$ cat src/rtl/jump_pkg.sv
// Shared opcode classes, PC source encoding and sizing rule for the
// decode-stage jump/return-stack unit.
package jump_pkg;

    typedef enum logic [1:0] {
        PC_PLUS1,
        PC_OFFSET,
        PC_CONST,
        PC_STACK
    } pc_src_e;

    localparam logic [2:0] OP_COND = 3'b110;
    localparam logic [1:0] FN_BZ   = 2'b00;
    localparam logic [1:0] FN_BNZ  = 2'b01;
    localparam logic [1:0] FN_BC   = 2'b10;
    localparam logic [1:0] FN_BNC  = 2'b11;
    localparam logic [3:0] OP_JMP  = 4'b1110;
    localparam logic [4:0] OP_JSB  = 5'b11101;
    localparam logic [5:0] OP_RET  = 6'b111100;

    function automatic int cnt_w(input int depth);
        return $clog2(depth) + 1;
    endfunction

endpackage

$ cat src/rtl/jump_stack_unit_return_stack.sv
// Return-address stack with full/empty tracking and overflow policy.
// JUMP_STACK_WRAP_EN selects circular overwrite instead of dropping pushes.
module return_stack
    import jump_pkg::*;
#(
    parameter int PC_W  = 12,
    parameter int DEPTH = 8
) (
    input  logic                      clk,
    input  logic                      rst_n,
    input  logic                      push,
    input  logic                      pop,
    input  logic [PC_W-1:0]           push_data,
    output logic [PC_W-1:0]           top,
    output logic                      empty,
    output logic                      full,
    output logic [cnt_w(DEPTH)-1:0]   cnt,
    output logic                      ovf,
    output logic                      unf
);

    localparam int PTR_W = $clog2(DEPTH);
    localparam int CNT_W = cnt_w(DEPTH);

    logic [PC_W-1:0]  mem_q [DEPTH];
    logic [PTR_W-1:0] sp_q, sp_d;
    logic [CNT_W-1:0] cnt_q, cnt_d;
    logic             do_push, do_pop;

    assign empty = (cnt_q == '0);
    assign full  = (cnt_q == CNT_W'(DEPTH));
    assign cnt   = cnt_q;
    assign top   = mem_q[sp_q - 1'b1];
    assign ovf   = push & full;
    assign unf   = pop & empty;
    assign do_pop = pop & ~empty;

    // When full, sp_q points at the oldest entry, so a wrapping push
    // overwrites exactly that slot.
`ifdef JUMP_STACK_WRAP_EN
    assign do_push = push;
`else
    assign do_push = push & ~full;
`endif

    always_comb begin
        sp_d  = sp_q;
        cnt_d = cnt_q;
        if (do_push) begin
            sp_d = sp_q + 1'b1;
            if (!full) cnt_d = cnt_q + 1'b1;
        end else if (do_pop) begin
            sp_d  = sp_q - 1'b1;
            cnt_d = cnt_q - 1'b1;
        end
    end

    always_ff @(posedge clk or negedge rst_n) begin
        if (!rst_n) begin
            sp_q  <= '0;
            cnt_q <= '0;
        end else begin
            sp_q  <= sp_d;
            cnt_q <= cnt_d;
        end
    end

    always_ff @(posedge clk) begin
        if (do_push) mem_q[sp_q] <= push_data;
    end

endmodule

$ cat src/rtl/jump_stack_unit.sv
// Decode-stage branch/jump/return resolver with internal return stack.
// Build with JUMP_STACK_WRAP_EN for a circular (overwrite-oldest) stack.
module jump_stack_unit
    import jump_pkg::*;
#(
    parameter int PC_W  = 12,
    parameter int DEPTH = 8
) (
    input  logic                    clk,
    input  logic                    rst_n,
    input  logic [5:0]              opcode,
    input  logic                    valid,
    input  logic                    stall,
    input  logic                    z_out,
    input  logic                    c_out,
    input  logic [PC_W-1:0]         pc_plus1,
    input  logic [PC_W-1:0]         offset_target,
    input  logic [PC_W-1:0]         const_target,
    input  logic                    err_clr,
    output logic [PC_W-1:0]         next_pc,
    output logic                    sel_PC_src_plus1,
    output logic                    sel_PC_src_offset,
    output logic                    sel_PC_src_const,
    output logic                    sel_PC_src_stack,
    output logic                    flush_PR1,
    output logic                    stack_empty,
    output logic                    stack_full,
    output logic [cnt_w(DEPTH)-1:0] stack_cnt,
    output logic                    ovf_err,
    output logic                    unf_err
);

    logic        shadow_q, shadow_d;
    logic        ovf_q, ovf_d, unf_q, unf_d;
    logic        elig, is_cond, is_jmp, is_jsb, is_ret, cond_ok;
    logic        push, pop, ovf_s, unf_s;
    logic [PC_W-1:0] top;
    pc_src_e     src;

    // Reset gating keeps the outputs on the PLUS1 decode while rst_n is low.
    assign elig    = rst_n & valid & ~stall & ~shadow_q;
    assign is_cond = (opcode[5:3] == OP_COND);
    assign is_jmp  = (opcode[5:2] == OP_JMP);
    assign is_jsb  = (opcode[5:1] == OP_JSB);
    assign is_ret  = (opcode == OP_RET);

    always_comb begin
        cond_ok = 1'b0;
        unique case (opcode[2:1])
            FN_BZ:   cond_ok = z_out;
            FN_BNZ:  cond_ok = ~z_out;
            FN_BC:   cond_ok = c_out;
            FN_BNC:  cond_ok = ~c_out;
            default: cond_ok = 1'b0;
        endcase
    end

    assign push = elig & is_jsb;
    assign pop  = elig & is_ret;

    always_comb begin
        src = PC_PLUS1;
        if (elig) begin
            if (is_cond && cond_ok)        src = PC_OFFSET;
            else if (is_jmp)               src = PC_CONST;
            else if (is_ret && !stack_empty) src = PC_STACK;
        end
    end

    always_comb begin
        next_pc = pc_plus1;
        unique case (src)
            PC_OFFSET: next_pc = offset_target;
            PC_CONST:  next_pc = const_target;
            PC_STACK:  next_pc = top;
            default:   next_pc = pc_plus1;
        endcase
    end

    assign sel_PC_src_plus1  = (src == PC_PLUS1);
    assign sel_PC_src_offset = (src == PC_OFFSET);
    assign sel_PC_src_const  = (src == PC_CONST);
    assign sel_PC_src_stack  = (src == PC_STACK);
    assign flush_PR1         = (src != PC_PLUS1);

    assign shadow_d = stall ? shadow_q : flush_PR1;
    assign ovf_d    = ovf_s | (ovf_q & ~err_clr);
    assign unf_d    = unf_s | (unf_q & ~err_clr);

    always_ff @(posedge clk or negedge rst_n) begin
        if (!rst_n) begin
            shadow_q <= 1'b0;
            ovf_q    <= 1'b0;
            unf_q    <= 1'b0;
        end else begin
            shadow_q <= shadow_d;
            ovf_q    <= ovf_d;
            unf_q    <= unf_d;
        end
    end

    assign ovf_err = ovf_q;
    assign unf_err = unf_q;

    return_stack #(
        .PC_W  (PC_W),
        .DEPTH (DEPTH)
    ) u_stack (
        .clk       (clk),
        .rst_n     (rst_n),
        .push      (push),
        .pop       (pop),
        .push_data (pc_plus1),
        .top       (top),
        .empty     (stack_empty),
        .full      (stack_full),
        .cnt       (stack_cnt),
        .ovf       (ovf_s),
        .unf       (unf_s)
    );

endmodule

$ cat config.mk
export PLATFORM = sky130hd
export DESIGN_NAME = jump_stack_unit
export DESIGN_NICKNAME = d
export VERILOG_FILES = /design/src/rtl/jump_pkg.sv /design/src/rtl/jump_stack_unit_return_stack.sv /design/src/rtl/jump_stack_unit.sv
export SDC_FILE = /design/constraint.sdc
export NUM_CORES = 1
export LEC_CHECK = 0
export CORE_AREA = 4 4 123 125
export DETAILED_ROUTE_END_ITERATION = 12
export DIE_AREA = 0 0 127 129
export REMOVE_ABC_BUFFERS = 1
export SLEW_MARGIN = 20
export SYNTH_ARGS = -nofsm -noshare
export SYNTH_HDL_FRONTEND = slang
export SYNTH_SLANG_ARGS = --single-unit
$ cat constraint.sdc
create_clock -name clk -period 3.15 [get_ports clk]
set_clock_uncertainty 0.1 [all_clocks]
set_input_delay 0.4725 -clock clk [delete_from_list [all_inputs] [get_ports clk]]
set_output_delay 0.4725 -clock clk [all_outputs]
set_load 0.005 [all_outputs]
## After elaboration in Yosys (flattened, before gate mapping)

Memory sizes are Yosys's and may differ from the RTL's.
Cells that the tools add are included.

| cells by class | value |
|---|---|
| add/subtract/negate cells | 4 |
| eq/ne operators | 12 |
| mux-type cells | 13 |
| bitwise gates (word level) | 20 |
| reductions and logical operators | 9 |

Operators with widths:

| cell | count |
|---|---|
| 12-bit one-hot mux with 3 select lines | 1 |
| 4-bit 2-to-1 mux | 3 |
| 1-bit AND | 11 |
| 2-bit equality test, second input constant | 4 |
| 4-bit equality test, second input constant | 2 |
| 2-bit 2-to-1 mux | 4 |
| 1-bit NOT | 7 |
| 6-bit equality test, second input constant | 1 |
| 3-bit 2-to-1 mux | 2 |
| 5-bit equality test, second input constant | 1 |
| 4-bit by 1-bit adder with 4-bit output, second input constant | 1 |
| 2-bit by 1-bit equality test with 1-bit output, second input constant | 2 |
| 2-bit zero test | 2 |
| 4-bit zero test | 1 |
| 1-bit one-hot mux with 4 select lines | 1 |
| 2-bit nonzero test | 2 |
| 4-bit by 1-bit subtractor with 4-bit output, second input constant | 1 |
| 3-bit by 1-bit adder with 3-bit output, second input constant | 1 |
| 3-bit equality test, second input constant | 1 |
| 3-bit by 1-bit subtractor with 3-bit output, second input constant | 1 |
| 1-bit logical AND | 2 |
| 1-bit 2-to-1 mux | 2 |
| 2-bit != test, second input constant | 1 |
| 1-bit bitwise OR | 2 |
| other kinds (2) | 2 |

| storage, ports and cells | value |
|---|---|
| flip-flop bits (word level) | 10 |
| bits in writable memories | 96 |
| input bits | 49 |
| word-level logic and storage cells | 64 |
| memories kept | 1 |

Memories:

| memory | words | width | rd ports | clocked after memory_dff | wr ports | RTL line | RTL |
|---|---|---|---|---|---|---|---|
| u_stack.mem_q | 8 | 12 | 1 | 0 | 1 | jump_stack_unit_return_stack.sv:25 | `logic [PC_W-1:0] mem_q [DEPTH];` |

## Depth between registers and ports, before layout

Gate-level depths: netlist (run 1).

| depth | value |
|---|---|
| depth after elaboration | 9 |
| depth in mapped cells | 10 |
| depth with buffers taken out | 9 |

## Cells and area by module

Synthesis (run 1) repeated with hierarchy kept, for this count alone.

| unflattened totals | value |
|---|---|
| cell total of the unflattened synthesis | 287 |
| area total of the unflattened synthesis | 4926.0 um^2 |

Modules (own cells, without submodules):

| module | instances | cells an instance | area an instance (um^2) | sequential area each (um^2) |
|---|---|---|---|---|
| return_stack | 1 | 207 | 4225.3 | 3057.9 |
| jump_stack_unit | 1 | 80 | 700.7 | 75.1 |

## Worst setup path before layout (run 1)

No wires, ideal clock.

| timing | value |
|---|---|
| path kind | input -> register |
| start | in rst_n |
| end | mem u_stack.mem_q[0][0] (enable) |
| setup time | 0.412 ns |
| arrival time | 2.727 ns |
| data required time | 2.638 ns |
| path slack | -0.089 ns |
| stages | 6 |
| path buffers | 1 |
| cell sequence | nand4_1 or3_1 buf_6 nor4_4 inv_4 nor4_1 |

| between the ends | value |
|---|---|
| longest elaborated chain between the ends | 7 |

Ends and longest elaborated chain:

| what | RTL line | RTL |
|---|---|---|
| start: declaration | jump_stack_unit.sv:10 | `input logic rst_n,` |
| 1-bit AND (3 in a row) | jump_stack_unit.sv:41 | `assign elig = rst_n & valid & ~stall & ~shadow_q;` |
| 1-bit AND | jump_stack_unit.sv:58 | `assign push = elig & is_jsb;` |
| 1-bit AND | jump_stack_unit_return_stack.sv:43 | `assign do_push = push & ~full;` |
| 1-bit 2-to-1 mux | jump_stack_unit_return_stack.sv:69 | `if (do_push) mem_q[sp_q] <= push_data;` |
| 1-bit 2-to-1 mux (implied by the code) | jump_stack_unit_return_stack.sv:69 |  |
| end: declaration | jump_stack_unit_return_stack.sv:25 |  |

Every way passes these cells.

## Final worst setup path (run 1)

| timing | value |
|---|---|
| start | reg u_stack.sp_q[0] |
| end | out next_pc[6] |

| between the ends | value |
|---|---|
| longest elaborated chain between the ends | 3 |

Ends and longest elaborated chain:

| what | RTL line | RTL |
|---|---|---|
| start: declaration | jump_stack_unit_return_stack.sv:26 | `logic [PTR_W-1:0] sp_q, sp_d;` |
| start signal: assignment | jump_stack_unit_return_stack.sv:63 | `sp_q <= sp_d;` |
| 3-bit by 1-bit subtractor with 3-bit output | jump_stack_unit_return_stack.sv:33 | `assign top = mem_q[sp_q - 1'b1];` |
| memory 8 x 12 bit | -- |  |
| 12-bit one-hot mux with 3 select lines | jump_stack_unit.sv:72 | `unique case (src)` |
| end: declaration | jump_stack_unit.sv:20 | `output logic [PC_W-1:0] next_pc,` |

Every way passes these cells.

==> key figures, run 1 <==
Timing
  – Crit share post-route: 101%
  – Unrepaired setup endpoints after global routing: yes
  – Setup TNS: -0.0928 ns
  – Actual slew at the worst max-slew pin: 0.525 ns
  – Final WS setup: -0.0391 ns
  – Final count of negative-setup-slack endpoints: 5
  – Max Slew Vio Count: 0
  – Fin. Hold Viols: 0
  – Final worst path period need: 3.19 ns
  – Maximum clock rate: 314 MHz
  – Slew HR: 64.9%

Placed design
  – Gp weighted congestion: 0.853
  – Pre-CTS setup slack: -0.308 ns
  – PortBufs: 73
  – Post-DP HPWL: 8.82 mm

Yosys
  – Synthesized instance count: 305
  – Yosys cell types: 50
  – Syn Area/Cell: 15.9 um^2
  – Post-Syn Area: just under 0.005 mm^2
  – Synth warn: 0
  – Register area share after synthesis: 64.6%
  – Seq cells post-synth: 106

Clock network
  – Skew-Pair Late Insertion Delay: 0.35 ns
  – CTS tree: done
  – CTS Sinks: ~110
  – Buffer depth of the longest clock path: 2
  – CTS root buffer: clkbuf_16
  – Post-CTS Hold Fix Bufs: 0
  – CTS H-Tree Depth: 3
  – Total CTS buffers: 9
  – Clock transition at path regs: roughly 0.070 ns

GRT
  – First-pass GRT wire length: between 15 and 20 mm
  – Vias in the first global route: 3316
  – Largest net degree at the start of global routing: 18
  – GRT Total Usage: 16.2%
  – Initial antenna violation count: 0
  – GRT overflow: 0

Routing
  – Drt drc: 0
  – Antenna viol nets, final: 0
  – Wirelength per Cell: 20.1 um
  – 1st-iter DRT viols: roughly 250
  – Via density: between 5 and 6
  – Via Count: 3343
  – First-pass detailed-route iteration total: 4
  – Final wirelength: between 10 and 15 mm

Die
  – Die width: approximately 130 um
  – Die area: 0.0164 mm^2
  – Starting density of the core: 35.0%
  – Core area: ~0.014 mm^2
  – Chip height: about 130 um
  – Row count: 43
  – # IOs: 74

Layout
  – Antenna diode count: 0
  – Nets@finish: 512
  – Commonest non-fill, non-tap cell in the layout: edfxtp_1
  – Highest-count cells in the layout ignoring fill and taps: edfxtp_1 (96), buf_4 (73), clkdlybuf4s50_1 (60), mux4_2 (24), nor2_1 (19)
  – Share of layout cells above drive strength 1: 36.9%
  – Synth-to-Final Area Change: 40.2%

Power
  – Pwr dens: 572 mW/mm^2
  – Maximum VDD drop: 0.259 mV
  – Internal Power: about 2900 uW
  – NetSw: 971 uW
  – Comb pwr share: 28.8%
  – Power share of the clock group: 30.8%
  – Leakage: ~0.0024 uW
  – Seq pwr share: 40.4%
  – Sw frac: about a quarter

Setup path
  – Crit path launch type: flop
  – R2R Setup Slk: 0.58 ns
  – Required @ worst endpoint: 2.58 ns
  – CP Launch Point: u_stack.sp_q[0]
  – Crit Path Max Fanout: 5
  – Worst EP arrival: 2.62 ns
  – Worst-case reg-to-reg path depth: 9
  – Element type at the critical path end: output port
  – RR Startpoint: shadow_q
  – Reg2reg end: u_stack.cnt[3]
  – Setup CP Type: reg2out

Worst hold path
  – Worst min path class: in2async

Run status
  – Status: complete, but fails checks
  – Failing checks: negative setup slack

Flow run
  – Max-Cap Viols: 0
-- cell families (layout without fill, tap and decap cells) --
group                      count (synthesis)  count (layout)  share of synthesized area [%]
AOI/OAI and AO/OA                         47              47                           6.47
xor gates and xnor gates                   7               7                           1.65
adders and majority gates                  5               5                           1.44
buffers and inverters                     27             185                           3.22
DFF                                      106             106                           64.6
muxes                                     28              28                           12.6
and+or+nand+nor                           85              85                           10.0
-- power groups by stage --
| stage | registers, uW | clock network [uW] | logic [uW] |
|---|---|---|---|
| 2_1_floorplan | 1620 | 0 | 471 |
| 3_3_place_gp | 1600 | 0 | 886 |
| 3_5_place_dp | 1600 | 0 | 893 |
| 4_1_cts | 1570 | 1220 | 1090 |
| 5_1_grt | 1570 | 1290 | 1200 |
| 6_report | 1570 | 1200 | 1120 |
-- worst max path at each step --
stage / to / slack, ns / depth (start not counted)
after floorplan: u_stack.mem_q[0][0] / -0.11 / 5
after global placement: next_pc[6] / -0.29 / 8
after detailed placement: next_pc[6] / -0.31 / 8
after CTS: next_pc[1] / -0.12 / 11
after global routing: next_pc[6] / -0.17 / 11
final: next_pc[6] / -0.04 / 11
-- layer usage --
metal  GRT usage, %  vias up  routed length (um)
met5              0        -                   0
met4           3.66        0                 139
met3           3.99        8                 951
met2           26.1      136                6130
met1           22.4     1687                5690
li1               -     1512                   -
-- timing repair --
item	4_1_cts	5_1_grt
endpoints found under the setup margin	13	16
gates cloned	1	0
gates resized for setup	76	18
setup buffers	20	9
pin swaps	33	20
-- critical path, stage by stage, from the launching register on --
cell and delay (ns):
dfrtp_1 0.40, inv_2 0.09, ha_4 0.16, xor2_4 0.23, buf_12 0.16, buf_6 0.10
buf_6 0.08, mux4_2 0.49, a22o_1 0.23, nor3_2 0.12, nor3_2 0.07, buf_2 0.13
-- flip-flops by register name, indices dropped and copies added (netlist names) --
signal and count:
u_stack.mem_q 96, u_stack.cnt 4, u_stack.sp_q 3, shadow_q 1, unf_err 1, ovf_err 1
-- through the flow --
stage / total power (uW) / area [um^2] / utilization, % / hold slack, ns / instances
finish: 3890 / 6800 / 49.0 / 0.381 / 643
global route: 4060 / 6800 / 49.0 / 0.411 / 643
CTS: 3890 / 6710 / 48.3 / 0.391 / 636
detailed placement: 2490 / 6190 / 44.6 / 0.433 / 601
global placement: 2480 / 6190 / 44.6 / 0.420 / 601
floorplan: 2090 / 4730 / - / 0.0769 / 286
-- Yosys cell counts, drive strengths merged --
cell type | count | area share (%)
edfxtp | 96 | 59
mux4 | 24 | 12
nor2 | 21 | 1.7
nor3 | 17 | 1.8
buf | 14 | 2.2
a21oi | 10 | 1.0
dfrtp | 10 | 5.2
o21ai | 10 | 1.3
nand2b | 9 | 1.3
a22oi | 8 | 1.2
inv | 8 | 0.67
nand2 | 8 | 0.62
nand4 | 8 | 1.0
and3 | 7 | 0.90
clkbuf | 5 | 0.39
nor2b | 5 | 0.64
o21a | 5 | 0.77
o22ai | 5 | 0.64
a22o | 4 | 0.72
ha | 4 | 1.0
xnor2 | 4 | 0.72
nor4 | 3 | 0.70
xor2 | 3 | 0.93
mux2 | 2 | 0.62
mux2i | 2 | 0.41
nand3b | 2 | 0.31
a211oi | 1 | 0.15
a21o | 1 | 0.15
a31oi | 1 | 0.13
fa | 1 | 0.41
nor4b | 1 | 0.31
o311ai | 1 | 0.18
o32ai | 1 | 0.18
or3 | 1 | 0.13
or3b | 1 | 0.18
or4 | 1 | 0.23
or4b | 1 | 0.21
-- final cells by class --
class                           count  area, um^2
Clock inverter                      4        76.3
Clock buffer                       12         246
Multi-Input combinational cell    172        1660
Tap cell                          180         225
Sequential cell                   106        3130
Timing Repair Buffer              161        1430
Inverter                            8        35.0
Fill cell                        1206        7080
Note: power is estimated with default switching activity, not from simulation.
==> run 2, diff against run 1 <==
Settings changed: ABC_CLOCK_PERIOD_IN_PS from default to 3150.
==> results of run 2 <==
The final DEF is identical to that of run 1; final timing and power are the same.
==> variant: new RTL, settings of run 1 <==
The option `JUMP_STACK_WRAP_EN` is turned on by a define.
--- a/src/rtl/jump_stack_unit_return_stack.sv
+++ b/src/rtl/jump_stack_unit_return_stack.sv
@@ -1,4 +1,6 @@
 // Return-address stack with full/empty tracking and overflow policy.
 // JUMP_STACK_WRAP_EN selects circular overwrite instead of dropping pushes.
+`define JUMP_STACK_WRAP_EN
+
 module return_stack
     import jump_pkg::*;
Behaviour: same outputs for any inputs over 10 cycles, from zero or initial values and one cycle with rst_n low; that may be too few to reach the edited logic, so the function may still have changed.
==> variant against run 1 <==
Clock power is 9% lower. Area after synthesis is 0.77% higher. Wire length is 2.8% higher. First-iteration DRC count increased by 4.0%. Cell count increased by 6.4%. Total power grew 0.37%. Cell area increased by 0.92%. Non-clock buffer count is 19 lower. Register-to-register slack better by 0.07 ns. Hold slack worse by 0.15 ns. Core utilization grew 0.45 points. Fmax up 3.6%. Critical endpoint is now next_pc[1]. Sequential cell count did not move. Setup slack improved by 0.11 ns.
==> variant: results (changes against run 1) <==
| Metric | Value |
|---|---|
| R2r setup slk | `0.65 ns (+0.07 ns)` |
| Pleak | `2.47 nW (+2.0%)` |
| Worst Path Arrival | `2.51 ns (-0.11 ns)` |
| Largest net degree at the start of global routing | `56 (+38)` |
| Post-synthesis compound-gate area fraction | `13.8% (+7.3 points)` |
| Routed length per instance | `19.4 um (-3.4%)` |
| Via density | `5.30 (+1.9%)` |
| Hold_ws | `0.235 ns (-0.146 ns)` |
| First-pass GRT wire length | `20.5 mm (+3.9%)` |
| Synth area leaders | `edfxtp_1 (59%), dfrtp_1 (5.1%), mux2i_1 (5.1%), a31oi_1 (4.9%), a2111oi_0 (4.3%)` |
| GPL Wtd Cong | `0.862 (+1.0%)` |
| XOR/XNOR Fraction of Synth Area | `1.43% (-0.22 points)` |
| DR WL met2 | `6.56 mm (+7.1%)` |
| Actual slew at the worst max-slew pin | `0.724 ns (+0.199 ns)` |
| Worst-path fanout max | `19 (+14)` |
| 1st-iter DRT viols | `257 (+4.0%)` |
| Layout cells sized above 1 | `24.8% (-12 points)` |
| Via count of the first global-routing pass | `3,686 (+11%)` |
| Commonest cells in the synthesized netlist | `edfxtp_1 (96), a31oi_1 (38), nor2_1 (33)` |
| Multiplexer share of the synthesized area | `5.58% (-7.1 points)` |
| Total GRT Usage | `16.3% (+0.12 points)` |
| Adder-cell area share of the yosys netlist | `1.43% (-0.011 points)` |
| Worst r2r path cells | `11 (+2)` |
| Final HPWL DP | `8.69 mm (-1.5%)` |
| CP Capture Point | `next_pc[1]` |
| Final nets | `553 (+8.0%)` |
| Status | `finished, final reports clean` |
| Worst path slowest cell | `clkdlybuf4s50_1` |
| Met3 routed WL | `688 um (-28%)` |
| Cell variety after synth | `43 (-14%)` |
==> variant: layer usage <==
metal,track usage (%),vias to the layer above
li1,-,1712
met2,27.5,103
met1,22.1,1798
met4,5.36,0
met5,0,-
met3,1.87,9
==> variant: metrics by stage <==
stage	setup WS, ns	power [mW]	instance area (um^2)	instances
floorplan	-2.10	2.13	4770	346
global placement	-0.166	2.49	6200	647
detailed placement	-0.122	2.51	6200	647
CTS	-0.00585	3.80	6680	669
global route	-0.0438	4.08	6860	684
finish	0.0705	3.90	6860	684
==> variant: layout make-up <==
| class | count | area share (%) |
|---|---|---|
| flip-flops and latches | 106 | 45.7 |
| multi-input cells | 232 | 26.0 |
| repair buffers | 142 | 20.3 |
| clock buffers | 12 | 3.45 |
| well taps | 180 | 3.28 |
| clock inverters | 4 | 0.784 |
| inverters | 8 | 0.437 |
==> variant: repair_timing <==
| action | CTS | global route |
|---|---|---|
| pin swaps | 6 | 8 |
| gates resized for setup | 34 | 23 |
| setup endpoints to repair | 13 | 9 |
| buffers inserted | 4 | 15 |
| gates cloned | 2 | 0 |
==> variant: power breakdown <==
group / internal, mW / switching (mW)
combinational: 0.625 / 0.614
sequential: 1.55 / 0.0202
clock: 0.619 / 0.475
==> variant: worst min path at each step <==
| stage | cells after the start | start | to |
|---|---|---|---|
| after floorplan | 0 | rst_n | ovf_err |
| after global placement | 2 | unf_err | unf_err |
| after detailed placement | 2 | unf_err | unf_err |
| after CTS | 1 | rst_n | shadow_q |
| after global routing | 1 | rst_n | shadow_q |
| final | 1 | rst_n | shadow_q |
==> variant: cell families after synthesis <==
family	count (synthesis)
DFF	106
xor gates and xnor gates	8
muxes	27
AOI/OAI and AO/OA	96
buffers and inverters	35
and+or+nand+nor	96
adders and majority gates	5
